$ cat src/rtl/io_uart_dma_if.sv
// Register-access and DMA-master signal bundle for io_uart_dma.
// The slave modport is the device view; master is the host/bus view.
interface io_uart_dma_if #(
  parameter int unsigned DATA_W = 32,
  parameter int unsigned ADDR_W = 16
);
  logic              io_stb_i;
  logic              io_we_i;
  logic [1:0]        io_addr_i;
  logic [31:0]       io_data_i;
  logic              io_ack_o;
  logic [31:0]       io_data_o;
  logic              dma_cyc_i;
  logic              dma_stb_o;
  logic              dma_ack_i;
  logic              dma_we_o;
  logic [ADDR_W-1:0] dma_addr_o;
  logic [DATA_W-1:0] dma_data_o;

  modport slave (
    input  io_stb_i, io_we_i, io_addr_i, io_data_i, dma_cyc_i, dma_ack_i,
    output io_ack_o, io_data_o, dma_stb_o, dma_we_o, dma_addr_o, dma_data_o
  );

  modport master (
    output io_stb_i, io_we_i, io_addr_i, io_data_i, dma_cyc_i, dma_ack_i,
    input  io_ack_o, io_data_o, dma_stb_o, dma_we_o, dma_addr_o, dma_data_o
  );
endinterface

$ cat src/rtl/io_uart_dma.sv
// UART 8N1 receiver feeding a framed-packet parser; parsed words are queued
// in a FIFO and written out by a simple DMA master, with a 4-register IO port.
module io_uart_dma #(
  parameter int unsigned CLK_DIV    = 868,
  parameter int unsigned DATA_W     = 32,
  parameter int unsigned ADDR_W     = 16,
  parameter int unsigned FIFO_DEPTH = 8
) (
  input  logic          clk,
  input  logic          rst,
  input  logic          rx,
  io_uart_dma_if.slave  bus,
  output logic          irq_o
);
  localparam int unsigned CNT_W   = $clog2(CLK_DIV) + 1;
  localparam int unsigned PTR_W   = $clog2(FIFO_DEPTH);
  localparam int unsigned ENT_W   = 1 + ADDR_W + DATA_W;
  localparam int unsigned A_BYTES = ADDR_W / 8;
  localparam int unsigned D_BYTES = DATA_W / 8;
  localparam logic [PTR_W:0] FULL_LVL = (PTR_W+1)'(FIFO_DEPTH);

  typedef enum logic [1:0] {R_IDLE, R_START, R_DATA, R_STOP} rx_state_e;
  typedef enum logic [1:0] {P_SYNC, P_ADDR, P_LEN, P_DATA} p_state_e;
  typedef enum logic [1:0] {D_IDLE, D_REQ, D_GAP} d_state_e;

  // ---------------- UART receiver ----------------
  rx_state_e        rx_state_q, rx_state_d;
  logic             rx_meta_q, rx_sync_q, rx_prev_q;
  logic [CNT_W-1:0] baud_cnt_q, baud_cnt_d;
  logic [2:0]       bit_idx_q, bit_idx_d;
  logic [7:0]       shift_q, shift_d;
  logic             byte_vld_q, byte_vld_d;
  logic             ferr_evt;

  always_comb begin
    rx_state_d = rx_state_q;
    baud_cnt_d = baud_cnt_q + 1'b1;
    bit_idx_d  = bit_idx_q;
    shift_d    = shift_q;
    byte_vld_d = 1'b0;
    ferr_evt   = 1'b0;
    unique case (rx_state_q)
      R_IDLE: begin
        baud_cnt_d = '0;
        if (rx_prev_q && !rx_sync_q) rx_state_d = R_START;
      end
      R_START: if (baud_cnt_q == CNT_W'(CLK_DIV/2 - 1)) begin
        baud_cnt_d = '0;
        bit_idx_d  = '0;
        rx_state_d = rx_sync_q ? R_IDLE : R_DATA;
      end
      R_DATA: if (baud_cnt_q == CNT_W'(CLK_DIV - 1)) begin
        baud_cnt_d = '0;
        shift_d    = {rx_sync_q, shift_q[7:1]};
        bit_idx_d  = bit_idx_q + 1'b1;
        if (bit_idx_q == 3'd7) rx_state_d = R_STOP;
      end
      R_STOP: if (baud_cnt_q == CNT_W'(CLK_DIV - 1)) begin
        rx_state_d = R_IDLE;
        if (rx_sync_q) byte_vld_d = 1'b1;
        else           ferr_evt   = 1'b1;
      end
      default: rx_state_d = R_IDLE;
    endcase
  end

  always_ff @(posedge clk) begin
    if (rst) begin
      rx_meta_q  <= 1'b1;
      rx_sync_q  <= 1'b1;
      rx_prev_q  <= 1'b1;
      rx_state_q <= R_IDLE;
      baud_cnt_q <= '0;
      bit_idx_q  <= '0;
      shift_q    <= '0;
      byte_vld_q <= 1'b0;
    end else begin
      rx_meta_q  <= rx;
      rx_sync_q  <= rx_meta_q;
      rx_prev_q  <= rx_sync_q;
      rx_state_q <= rx_state_d;
      baud_cnt_q <= baud_cnt_d;
      bit_idx_q  <= bit_idx_d;
      shift_q    <= shift_d;
      byte_vld_q <= byte_vld_d;
    end
  end

  // ---------------- frame parser ----------------
  p_state_e          p_state_q, p_state_d;
  logic [7:0]        byte_cnt_q, byte_cnt_d;
  logic [ADDR_W-1:0] waddr_q, waddr_d;
  logic [15:0]       len_q, len_d, word_cnt_q, word_cnt_d;
  logic [DATA_W-1:0] wdata_q, wdata_d;
  logic              push;
  logic [ENT_W-1:0]  push_ent;

  always_comb begin
    p_state_d  = p_state_q;
    byte_cnt_d = byte_cnt_q;
    waddr_d    = waddr_q;
    len_d      = len_q;
    word_cnt_d = word_cnt_q;
    wdata_d    = wdata_q;
    push       = 1'b0;
    push_ent   = '0;
    if (byte_vld_q) begin
      byte_cnt_d = byte_cnt_q + 1'b1;
      unique case (p_state_q)
        P_SYNC: begin
          byte_cnt_d = '0;
          if (shift_q == 8'hA5) p_state_d = P_ADDR;
        end
        P_ADDR: begin
          waddr_d = (waddr_q << 8) | ADDR_W'(shift_q);
          if (byte_cnt_q == 8'(A_BYTES - 1)) begin
            byte_cnt_d = '0;
            p_state_d  = P_LEN;
          end
        end
        P_LEN: begin
          len_d = {len_q[7:0], shift_q};
          if (byte_cnt_q == 8'd1) begin
            byte_cnt_d = '0;
            word_cnt_d = '0;
            p_state_d  = (len_d == '0) ? P_SYNC : P_DATA;
          end
        end
        P_DATA: begin
          // Bytes enter at the top and shift down, so the first byte ends in [7:0].
          wdata_d = (wdata_q >> 8) | (DATA_W'(shift_q) << (DATA_W - 8));
          if (byte_cnt_q == 8'(D_BYTES - 1)) begin
            byte_cnt_d = '0;
            word_cnt_d = word_cnt_q + 1'b1;
            push       = 1'b1;
            push_ent   = {word_cnt_d == len_q, waddr_q, wdata_d};
            waddr_d    = waddr_q + 1'b1;
            if (word_cnt_d == len_q) p_state_d = P_SYNC;
          end
        end
        default: p_state_d = P_SYNC;
      endcase
    end
  end

  always_ff @(posedge clk) begin
    if (rst) begin
      p_state_q  <= P_SYNC;
      byte_cnt_q <= '0;
      waddr_q    <= '0;
      len_q      <= '0;
      word_cnt_q <= '0;
      wdata_q    <= '0;
    end else begin
      p_state_q  <= p_state_d;
      byte_cnt_q <= byte_cnt_d;
      waddr_q    <= waddr_d;
      len_q      <= len_d;
      word_cnt_q <= word_cnt_d;
      wdata_q    <= wdata_d;
    end
  end

  // ---------------- word FIFO ----------------
  logic [ENT_W-1:0] mem_q [FIFO_DEPTH];
  logic [ENT_W-1:0] mem_d [FIFO_DEPTH];
  logic [PTR_W-1:0] wr_ptr_q, wr_ptr_d, rd_ptr_q, rd_ptr_d;
  logic [PTR_W:0]   level_q, level_d;
  logic             full, empty, pop, do_push, ovf_evt;
  logic [ENT_W-1:0] head;

  assign full  = (level_q == FULL_LVL);
  assign empty = (level_q == '0);
  assign head  = mem_q[rd_ptr_q];

  // When full, a same-cycle pop frees the slot being written; the popped
  // entry was already captured into the DMA output registers.
  always_comb begin
    mem_d    = mem_q;
    wr_ptr_d = wr_ptr_q;
    rd_ptr_d = rd_ptr_q;
    level_d  = level_q;
    do_push  = push && (!full || pop);
    ovf_evt  = push && full && !pop;
    if (do_push) begin
      mem_d[wr_ptr_q] = push_ent;
      wr_ptr_d        = wr_ptr_q + 1'b1;
    end
    if (pop) rd_ptr_d = rd_ptr_q + 1'b1;
    if (do_push && !pop)      level_d = level_q + 1'b1;
    else if (pop && !do_push) level_d = level_q - 1'b1;
  end

  always_ff @(posedge clk) begin
    mem_q <= mem_d;
    if (rst) begin
      wr_ptr_q <= '0;
      rd_ptr_q <= '0;
      level_q  <= '0;
    end else begin
      wr_ptr_q <= wr_ptr_d;
      rd_ptr_q <= rd_ptr_d;
      level_q  <= level_d;
    end
  end

  // ---------------- DMA master ----------------
  d_state_e          d_state_q, d_state_d;
  logic              dma_stb_q, dma_stb_d, dma_last_q, dma_last_d;
  logic [ADDR_W-1:0] dma_addr_q, dma_addr_d, last_addr_q, last_addr_d;
  logic [DATA_W-1:0] dma_data_q, dma_data_d;
  logic              irq_q, irq_d;
  logic [31:0]       frames_q, frames_d;
  logic              en_q, en_d;

  assign pop = (d_state_q == D_REQ) && bus.dma_ack_i;

  always_comb begin
    d_state_d   = d_state_q;
    dma_stb_d   = dma_stb_q;
    dma_last_d  = dma_last_q;
    dma_addr_d  = dma_addr_q;
    dma_data_d  = dma_data_q;
    last_addr_d = last_addr_q;
    frames_d    = frames_q;
    irq_d       = 1'b0;
    unique case (d_state_q)
      D_IDLE: if (!empty && en_q && bus.dma_cyc_i) begin
        d_state_d = D_REQ;
        dma_stb_d = 1'b1;
        {dma_last_d, dma_addr_d, dma_data_d} = head;
      end
      D_REQ: if (bus.dma_ack_i) begin
        d_state_d = D_GAP;
        dma_stb_d = 1'b0;
        if (dma_last_q) begin
          irq_d       = 1'b1;
          frames_d    = frames_q + 1'b1;
          last_addr_d = dma_addr_q;
        end
      end
      D_GAP:   d_state_d = D_IDLE;
      default: d_state_d = D_IDLE;
    endcase
  end

  always_ff @(posedge clk) begin
    if (rst) begin
      d_state_q   <= D_IDLE;
      dma_stb_q   <= 1'b0;
      dma_last_q  <= 1'b0;
      dma_addr_q  <= '0;
      dma_data_q  <= '0;
      last_addr_q <= '0;
      frames_q    <= '0;
      irq_q       <= 1'b0;
    end else begin
      d_state_q   <= d_state_d;
      dma_stb_q   <= dma_stb_d;
      dma_last_q  <= dma_last_d;
      dma_addr_q  <= dma_addr_d;
      dma_data_q  <= dma_data_d;
      last_addr_q <= last_addr_d;
      frames_q    <= frames_d;
      irq_q       <= irq_d;
    end
  end

  assign bus.dma_stb_o  = dma_stb_q;
  assign bus.dma_we_o   = dma_stb_q;
  assign bus.dma_addr_o = dma_addr_q;
  assign bus.dma_data_o = dma_data_q;
  assign irq_o          = irq_q;

  // ---------------- IO registers ----------------
  logic        io_ack_q, io_ack_d;
  logic [31:0] io_rdata_q, io_rdata_d;
  logic        ovf_q, ovf_d, ferr_q, ferr_d, clr;

  always_comb begin
    io_ack_d   = 1'b0;
    io_rdata_d = '0;
    en_d       = en_q;
    clr        = 1'b0;
    if (bus.io_stb_i && !io_ack_q) begin
      io_ack_d = 1'b1;
      unique case (bus.io_addr_i)
        2'd0:    io_rdata_d = {31'b0, en_q};
        2'd1:    io_rdata_d = {16'b0, 8'(level_q), 4'b0, ferr_q, ovf_q,
                               d_state_q != D_IDLE, p_state_q != P_SYNC};
        2'd2:    io_rdata_d = frames_q;
        default: io_rdata_d = 32'(last_addr_q);
      endcase
      if (bus.io_we_i && bus.io_addr_i == 2'd0) begin
        en_d = bus.io_data_i[0];
        clr  = bus.io_data_i[1];
      end
    end
    // A new event in the same cycle as a clear wins.
    ovf_d  = (ovf_q  && !clr) || ovf_evt;
    ferr_d = (ferr_q && !clr) || ferr_evt;
  end

  always_ff @(posedge clk) begin
    if (rst) begin
      io_ack_q   <= 1'b0;
      io_rdata_q <= '0;
      en_q       <= 1'b1;
      ovf_q      <= 1'b0;
      ferr_q     <= 1'b0;
    end else begin
      io_ack_q   <= io_ack_d;
      io_rdata_q <= io_rdata_d;
      en_q       <= en_d;
      ovf_q      <= ovf_d;
      ferr_q     <= ferr_d;
    end
  end

  assign bus.io_ack_o  = io_ack_q;
  assign bus.io_data_o = io_rdata_q;
endmodule

$ cat src/flat_wrapper.sv
// flat-port wrapper written by rule: the top's interface ports become plain ports
module io_uart_dma_flat 
#(
  parameter int unsigned CLK_DIV    = 868,
  parameter int unsigned DATA_W     = 32,
  parameter int unsigned ADDR_W     = 16,
  parameter int unsigned FIFO_DEPTH = 8
)
  (clk, rst, rx, irq_o, bus_io_stb_i, bus_io_we_i, bus_io_addr_i, bus_io_data_i, bus_dma_cyc_i, bus_dma_ack_i, bus_io_ack_o, bus_io_data_o, bus_dma_stb_o, bus_dma_we_o, bus_dma_addr_o, bus_dma_data_o);
  io_uart_dma_if #(.DATA_W(DATA_W), .ADDR_W(ADDR_W)) bus_i ();
  input  logic clk;
  input  logic rst;
  input  logic rx;
  output logic irq_o;
  input wire logic [$bits(bus_i.io_stb_i)-1:0] bus_io_stb_i;
  input wire logic [$bits(bus_i.io_we_i)-1:0] bus_io_we_i;
  input wire logic [$bits(bus_i.io_addr_i)-1:0] bus_io_addr_i;
  input wire logic [$bits(bus_i.io_data_i)-1:0] bus_io_data_i;
  input wire logic [$bits(bus_i.dma_cyc_i)-1:0] bus_dma_cyc_i;
  input wire logic [$bits(bus_i.dma_ack_i)-1:0] bus_dma_ack_i;
  output wire logic [$bits(bus_i.io_ack_o)-1:0] bus_io_ack_o;
  output wire logic [$bits(bus_i.io_data_o)-1:0] bus_io_data_o;
  output wire logic [$bits(bus_i.dma_stb_o)-1:0] bus_dma_stb_o;
  output wire logic [$bits(bus_i.dma_we_o)-1:0] bus_dma_we_o;
  output wire logic [$bits(bus_i.dma_addr_o)-1:0] bus_dma_addr_o;
  output wire logic [$bits(bus_i.dma_data_o)-1:0] bus_dma_data_o;
  assign bus_i.io_stb_i = bus_io_stb_i;
  assign bus_i.io_we_i = bus_io_we_i;
  assign bus_i.io_addr_i = bus_io_addr_i;
  assign bus_i.io_data_i = bus_io_data_i;
  assign bus_i.dma_cyc_i = bus_dma_cyc_i;
  assign bus_i.dma_ack_i = bus_dma_ack_i;
  assign bus_io_ack_o = bus_i.io_ack_o;
  assign bus_io_data_o = bus_i.io_data_o;
  assign bus_dma_stb_o = bus_i.dma_stb_o;
  assign bus_dma_we_o = bus_i.dma_we_o;
  assign bus_dma_addr_o = bus_i.dma_addr_o;
  assign bus_dma_data_o = bus_i.dma_data_o;
  io_uart_dma #(.CLK_DIV(CLK_DIV), .DATA_W(DATA_W), .ADDR_W(ADDR_W), .FIFO_DEPTH(FIFO_DEPTH)) u_core (.clk(clk), .rst(rst), .rx(rx), .bus(bus_i), .irq_o(irq_o));
endmodule
$ cat config.mk
export PLATFORM = sky130hd
export DESIGN_NAME = io_uart_dma_flat
export DESIGN_NICKNAME = d
export VERILOG_FILES = /design/src/rtl/io_uart_dma_if.sv /design/src/rtl/io_uart_dma.sv /design/src/flat_wrapper.sv
export SDC_FILE = /design/constraint.sdc
export NUM_CORES = 1
export LEC_CHECK = 0
export CAP_MARGIN = 40
export CORE_ASPECT_RATIO = 1.2
export CORE_MARGIN = 2
export CORE_UTILIZATION = 37
export CTS_CLUSTER_SIZE = 24
export DETAILED_ROUTE_END_ITERATION = 6
export DONT_BUFFER_PORTS = 1
export PLACE_DENSITY = 0.58
export SYNTH_ARGS = -nofsm -noshare
export SYNTH_HDL_FRONTEND = slang
export SYNTH_SLANG_ARGS = --single-unit
$ cat constraint.sdc
create_clock -name clk -period 9.4 [get_ports clk]
set_input_delay 1.41 -clock clk [delete_from_list [all_inputs] [get_ports clk]]
set_output_delay 1.41 -clock clk [all_outputs]
set_load 0.01 [all_outputs]
# Yosys cells after proc, flatten, opt, wreduce, memory -nomap -nowiden
# Index checks and enable logic that the tools add are counted.
# word_totals
reg_bits	657
inputBits	41
out_inout_bits	84
word_cells	200
# classes
addsub	10
order_cmp	3
n_eq_ne	29
n_mux	57
n_bitwise	9
n_reduce_logical	54
# ops
cell	n
392-bit bitwise mux	1
49-bit two-way mux	6
49-bit binary-select mux with 3-bit select	1
49-bit demux with 3-bit select	1
32-bit one-hot mux with 3 select lines	1
16-bit one-hot mux with 2 select lines	2
16-bit two-way mux	3
11-bit one-hot mux with 3 select lines	1
16-bit by 1-bit adder with 16-bit output (second input constant)	2
32-bit by 1-bit adder with 32-bit output (second input constant)	1
24-bit by 32-bit bitwise OR with 32-bit output	1
2-bit two-way mux	14
8-bit one-hot mux with 3 select lines	1
11-bit two-way mux	2
2-bit by 1-bit != test with 1-bit output (second input constant)	11
16-bit == test	1
16-bit logical NOT	1
8-bit two-way mux	2
16-bit by 8-bit bitwise OR with 16-bit output	1
2-bit one-hot mux with 4 select lines	2
1-bit logical AND	14
2-bit nonzero test	7
1-bit two-way mux	13
2-bit AND reduction	6
other kinds (34)	67

# Depth between registers and ports, before layout
# depth
ltp_word	9
mapped_depth	14
depth_no_buf	14

# Worst setup path before layout
# OpenSTA, ideal clock, no wires.
# synth_timing
path_kind	input to register
from	input port bus_dma_ack_i
to	register u_core.mem_q[343] (netlist name) (enable)
t_arrival_ps	6544
path_slack_ps	2279
cell_stages	4
n_path_buf	0
path_cell_list	nand3b_1 nand3_1 nand2_1 nor4_1
# synth_between
elab_chain_cells	3
# synth_lines
item	line	rtl
start, declared	flat_wrapper.sv:20	input wire logic [$bits(bus_i.dma_ack_i)-1:0] bus_dma_ack_i;
1-bit logical AND	io_uart_dma.sv:216	assign pop = (d_state_q == D_REQ) && bus.dma_ack_i;
1-bit logical OR	io_uart_dma.sv:183	do_push = push && (!full || pop);
1-bit logical AND	io_uart_dma.sv:183	
end signal, assigned	io_uart_dma.sv:195	mem_q <= mem_d;
end, declared	io_uart_dma.sv:165	logic [ENT_W-1:0] mem_q [FIFO_DEPTH];
# No other way between the ends.
# A chain may end at the register's enable or synchronous reset.

# Worst setup path in the final report
# layout_timing
from	input port bus_dma_ack_i
to	register u_core.frames_q[29]
# layout_between
elab_chain_cells	1
# layout_lines
item	line	rtl
3-bit AND reduction (no source line)	-	
end signal, assigned	io_uart_dma.sv:264	frames_q <= frames_d;
end, declared	io_uart_dma.sv:213	logic [31:0] frames_q, frames_d;
# No other way between the ends.

==> flow_metrics.env <==
export IMPL_dp_worst_setup_slack_ns=5.17
export IMPL_dp_cells=2764
export IMPL_worst_slack_ns=5.87
export IMPL_holdPathStages=1
export IMPL_grt_pass1_vias=15000
export IMPL_cts_resized=0
export IMPL_grt_pass1_wl_um=87300
export IMPL_clkTransAtPathRegs_ns=0.06
export IMPL_dieArea_mm2=0.0719
export IMPL_holdBufCountCts=0
export IMPL_nFillCells=6267
export IMPL_post_cts_buffers=0
export IMPL_synth_edf_count=392
export IMPL_status="completed"
export IMPL_grt_ovfl_total=0
export IMPL_final_util=0.418
export IMPL_crit_fanout=22
export IMPL_core_mm2=0.0694
export IMPL_finalSetupTns_ns=0
export IMPL_tightest_slew_ns=0.875
export IMPL_crit_path_end_kind="flip-flop"
export IMPL_first_iter_violations=1015
export IMPL_r2r_cells=14
export IMPL_postSynth_asyncResetShare=0
export IMPL_ir_worst_vdd_mv=0.159
export IMPL_synth_most_common_cell="edfxtp_1"
export IMPL_layout_drive_gt1_share=0.136
export IMPL_crit_arrival_ns=4.06
export IMPL_final_hold_viol_count=0
export IMPL_netlist_cell_type_count=68
export IMPL_syn_nets=1987
export IMPL_maxSlewHeadroom=0.417
export IMPL_hpwl_um=34300
export IMPL_cp_depth=7
export IMPL_numCtsBuffers=61
export IMPL_rsz0062_at_grt="false"
export IMPL_layout_nets=1974
export IMPL_setup_viol_count_final=0
export IMPL_cp_required_ns=9.93
export IMPL_cts_root_buf="clkbuf_16"
export IMPL_path_class="primary input to flip-flop"
export IMPL_h_tree_depth=2
export IMPL_drv_slew=0
export IMPL_yosysTopAreaCell="edfxtp_1"
export IMPL_io_buffer_count=0
export IMPL_cts_sink_count=649
export IMPL_grt_max_degree=212
export IMPL_powerDensity_mw_per_mm2=189
export IMPL_finalWirelength_um=56200
export IMPL_yosys_top_cells_area="edfxtp_1, dfxtp_1, mux4_2"
export IMPL_gp_congestion=0.794
export IMPL_vias=15000
export IMPL_cp_num_buf_inv=0
export IMPL_drc_errors=0
export IMPL_track_usage=0.156
export IMPL_wl_per_cell_um=19.5
export IMPL_post_route_min_period_ns=3.53
export IMPL_whs_ns=0.413
export IMPL_max_clock_path_buffers=3
export IMPL_crit_top_cell="nand4_1"
export IMPL_rows=106
export IMPL_antenna_found_initial=0
export IMPL_netlist_top_cells_count="edfxtp_1, dfxtp_1, nand2_1, nor2_1, a21oi_1"
export IMPL_dieHeight_um=293
export IMPL_ys_seq_area_frac=0.655
export IMPL_syn_area_mm2=0.0258
export IMPL_synth_seq_cells=649
export IMPL_clk_latency_ns=0.63
export IMPL_dr_pass1_iters=5
export IMPL_n_antenna_cell=0
export IMPL_start_util=0.372
export IMPL_crit_path_cell_trace="and4b_1 > nand4_1 > nor4_1 > and3_1 > nand4_1 > xor2_1 > nor2_1"
export IMPL_finClkSkew_ns=0.0306
export IMPL_cts_tree="yes"
export IMPL_ys_flop_type="edfxtp_1"
export IMPL_syn_instance_count=1922
export IMPL_max_stage_delay_ns=0.73
export IMPL_crit_family="simple AND/OR/NAND/NOR gates"
export IMPL_max_cap_violations=0
export IMPL_synth_area_per_cell_um2=13.4
export IMPL_fin_cells=2877
export IMPL_startpoint_type="primary input"
export IMPL_io_pins=125
export IMPL_p_leak_nw=9.98
export IMPL_hold_class="flip-flop to flip-flop"
export IMPL_yosys_warnings=0
export IMPL_worst_path_max_delay_cell="and4b_1"
export IMPL_timing_fmax_ghz=0.283
export IMPL_ant_nets=0
export IMPL_viasPerCell=5.21
export IMPL_fp_dieW_um=245
export IMPL_syn2layout_area_growth_pct=12.3
export IMPL_period_share=0.375
export IMPL_synth_top_area_frac=0.456
## sequential cells by signal, summed over array words and instances, names as in the netlist, 8 cells and up, named ones only
register / cells
u_core.bus.dma_data_o: 32
u_core.byte_cnt_q: 8
u_core.mem_q: 392
u_core.len_q: 16
u_core.waddr_q: 16
u_core.wdata_q: 24
u_core.shift_q: 8
u_core.frames_q: 32
u_core.baud_cnt_q: 11
u_core.bus.io_data_o: 32
u_core.word_cnt_q: 16
u_core.last_addr_q: 16
u_core.bus.dma_addr_o: 16
## area by class of cell
cell class              count  area, µm²  share of cell area
well taps                 918       1150              0.0396
repair buffers             31        349              0.0120
multi-input cells        1139       8440               0.291
flip-flops and latches    649      16900               0.584
clock inverters            30        309              0.0107
inverters                  27        101             0.00350
clock buffers              83       1710              0.0591
## stage by stage
stage	cell area (µm²)	power, mW
floorplan	25800	3.08
global placement	26800	3.06
detailed placement	27000	3.07
global route	29000	5.63
finish	29000	5.48
CTS	29000	5.54
## cells in the final DEF, fill, tap and decap left out, types with 7 or more instances in the layout
cell       instances
mux4_2            98
nand3b_1           7
o21ai_0           27
nand3_1           28
mux2_2             8
or3_1              9
and3_1            14
nor2_1           185
nor2b_1            9
clkbuf_8          10
a211oi_1          60
nand2b_1           7
xor2_1            39
a22oi_1            9
and2_1            62
a21o_1             8
clkbuf_16         61
buf_12             7
inv_1             27
clkinv_1           8
dfxtp_1          254
clkinv_2          10
clkbuf_1          10
ha_1              23
mux2i_1           61
nor4_1             8
o22ai_1            8
or4_1              7
nor3_1            23
xnor2_1           22
a21oi_1          124
nand4_1           22
nand2_1          197
edfxtp_1         392
buf_4             20
## report_power, final
group          internal [mW]  leakage (nW)  switching [mW]  total (mW)
logic                0.00778          2.36          0.0114      0.0191
registers               2.98          6.63         0.00271        2.99
clock network           1.42         0.991            1.06        2.48
total                   4.41          9.98            1.07        5.48
## kinds of logic (layout without fill, tap and decap cells)
logic type                 Yosys count  in the layout  synth area share
AOI/OAI and AO/OA                  263            263            0.0623
xor gates and xnor gates            62             62            0.0216
adders and majority gates           24             24            0.0119
buffers and inverters              134            171            0.0205
DFF                                649            649             0.655
muxes                              167            167             0.113
and+or+nand+nor                    623            623             0.116
## routing by layer
metal | global-route usage | wire length [µm] | vias to the layer above
li1 | - | - | 7095
met1 | 0.189 | 23300 | 7534
met2 | 0.281 | 29100 | 271
met3 | 0.0258 | 2280 | 88
met4 | 0.0497 | 1450 | 0
met5 | 0 | 0 | -
## path summary, 6_finish.rpt
path,start,endpoint,slack [ns]
min,u_core.rx_meta_q,u_core.rx_sync_q,0.41
min reg2reg,u_core.rx_meta_q,u_core.rx_sync_q,0.41
max,bus_dma_ack_i,u_core.frames_q[29],5.87
max reg2reg,u_core.byte_cnt_q[7],u_core.level_q[3],5.96
Note: power is estimated with default switching activity, not from simulation.
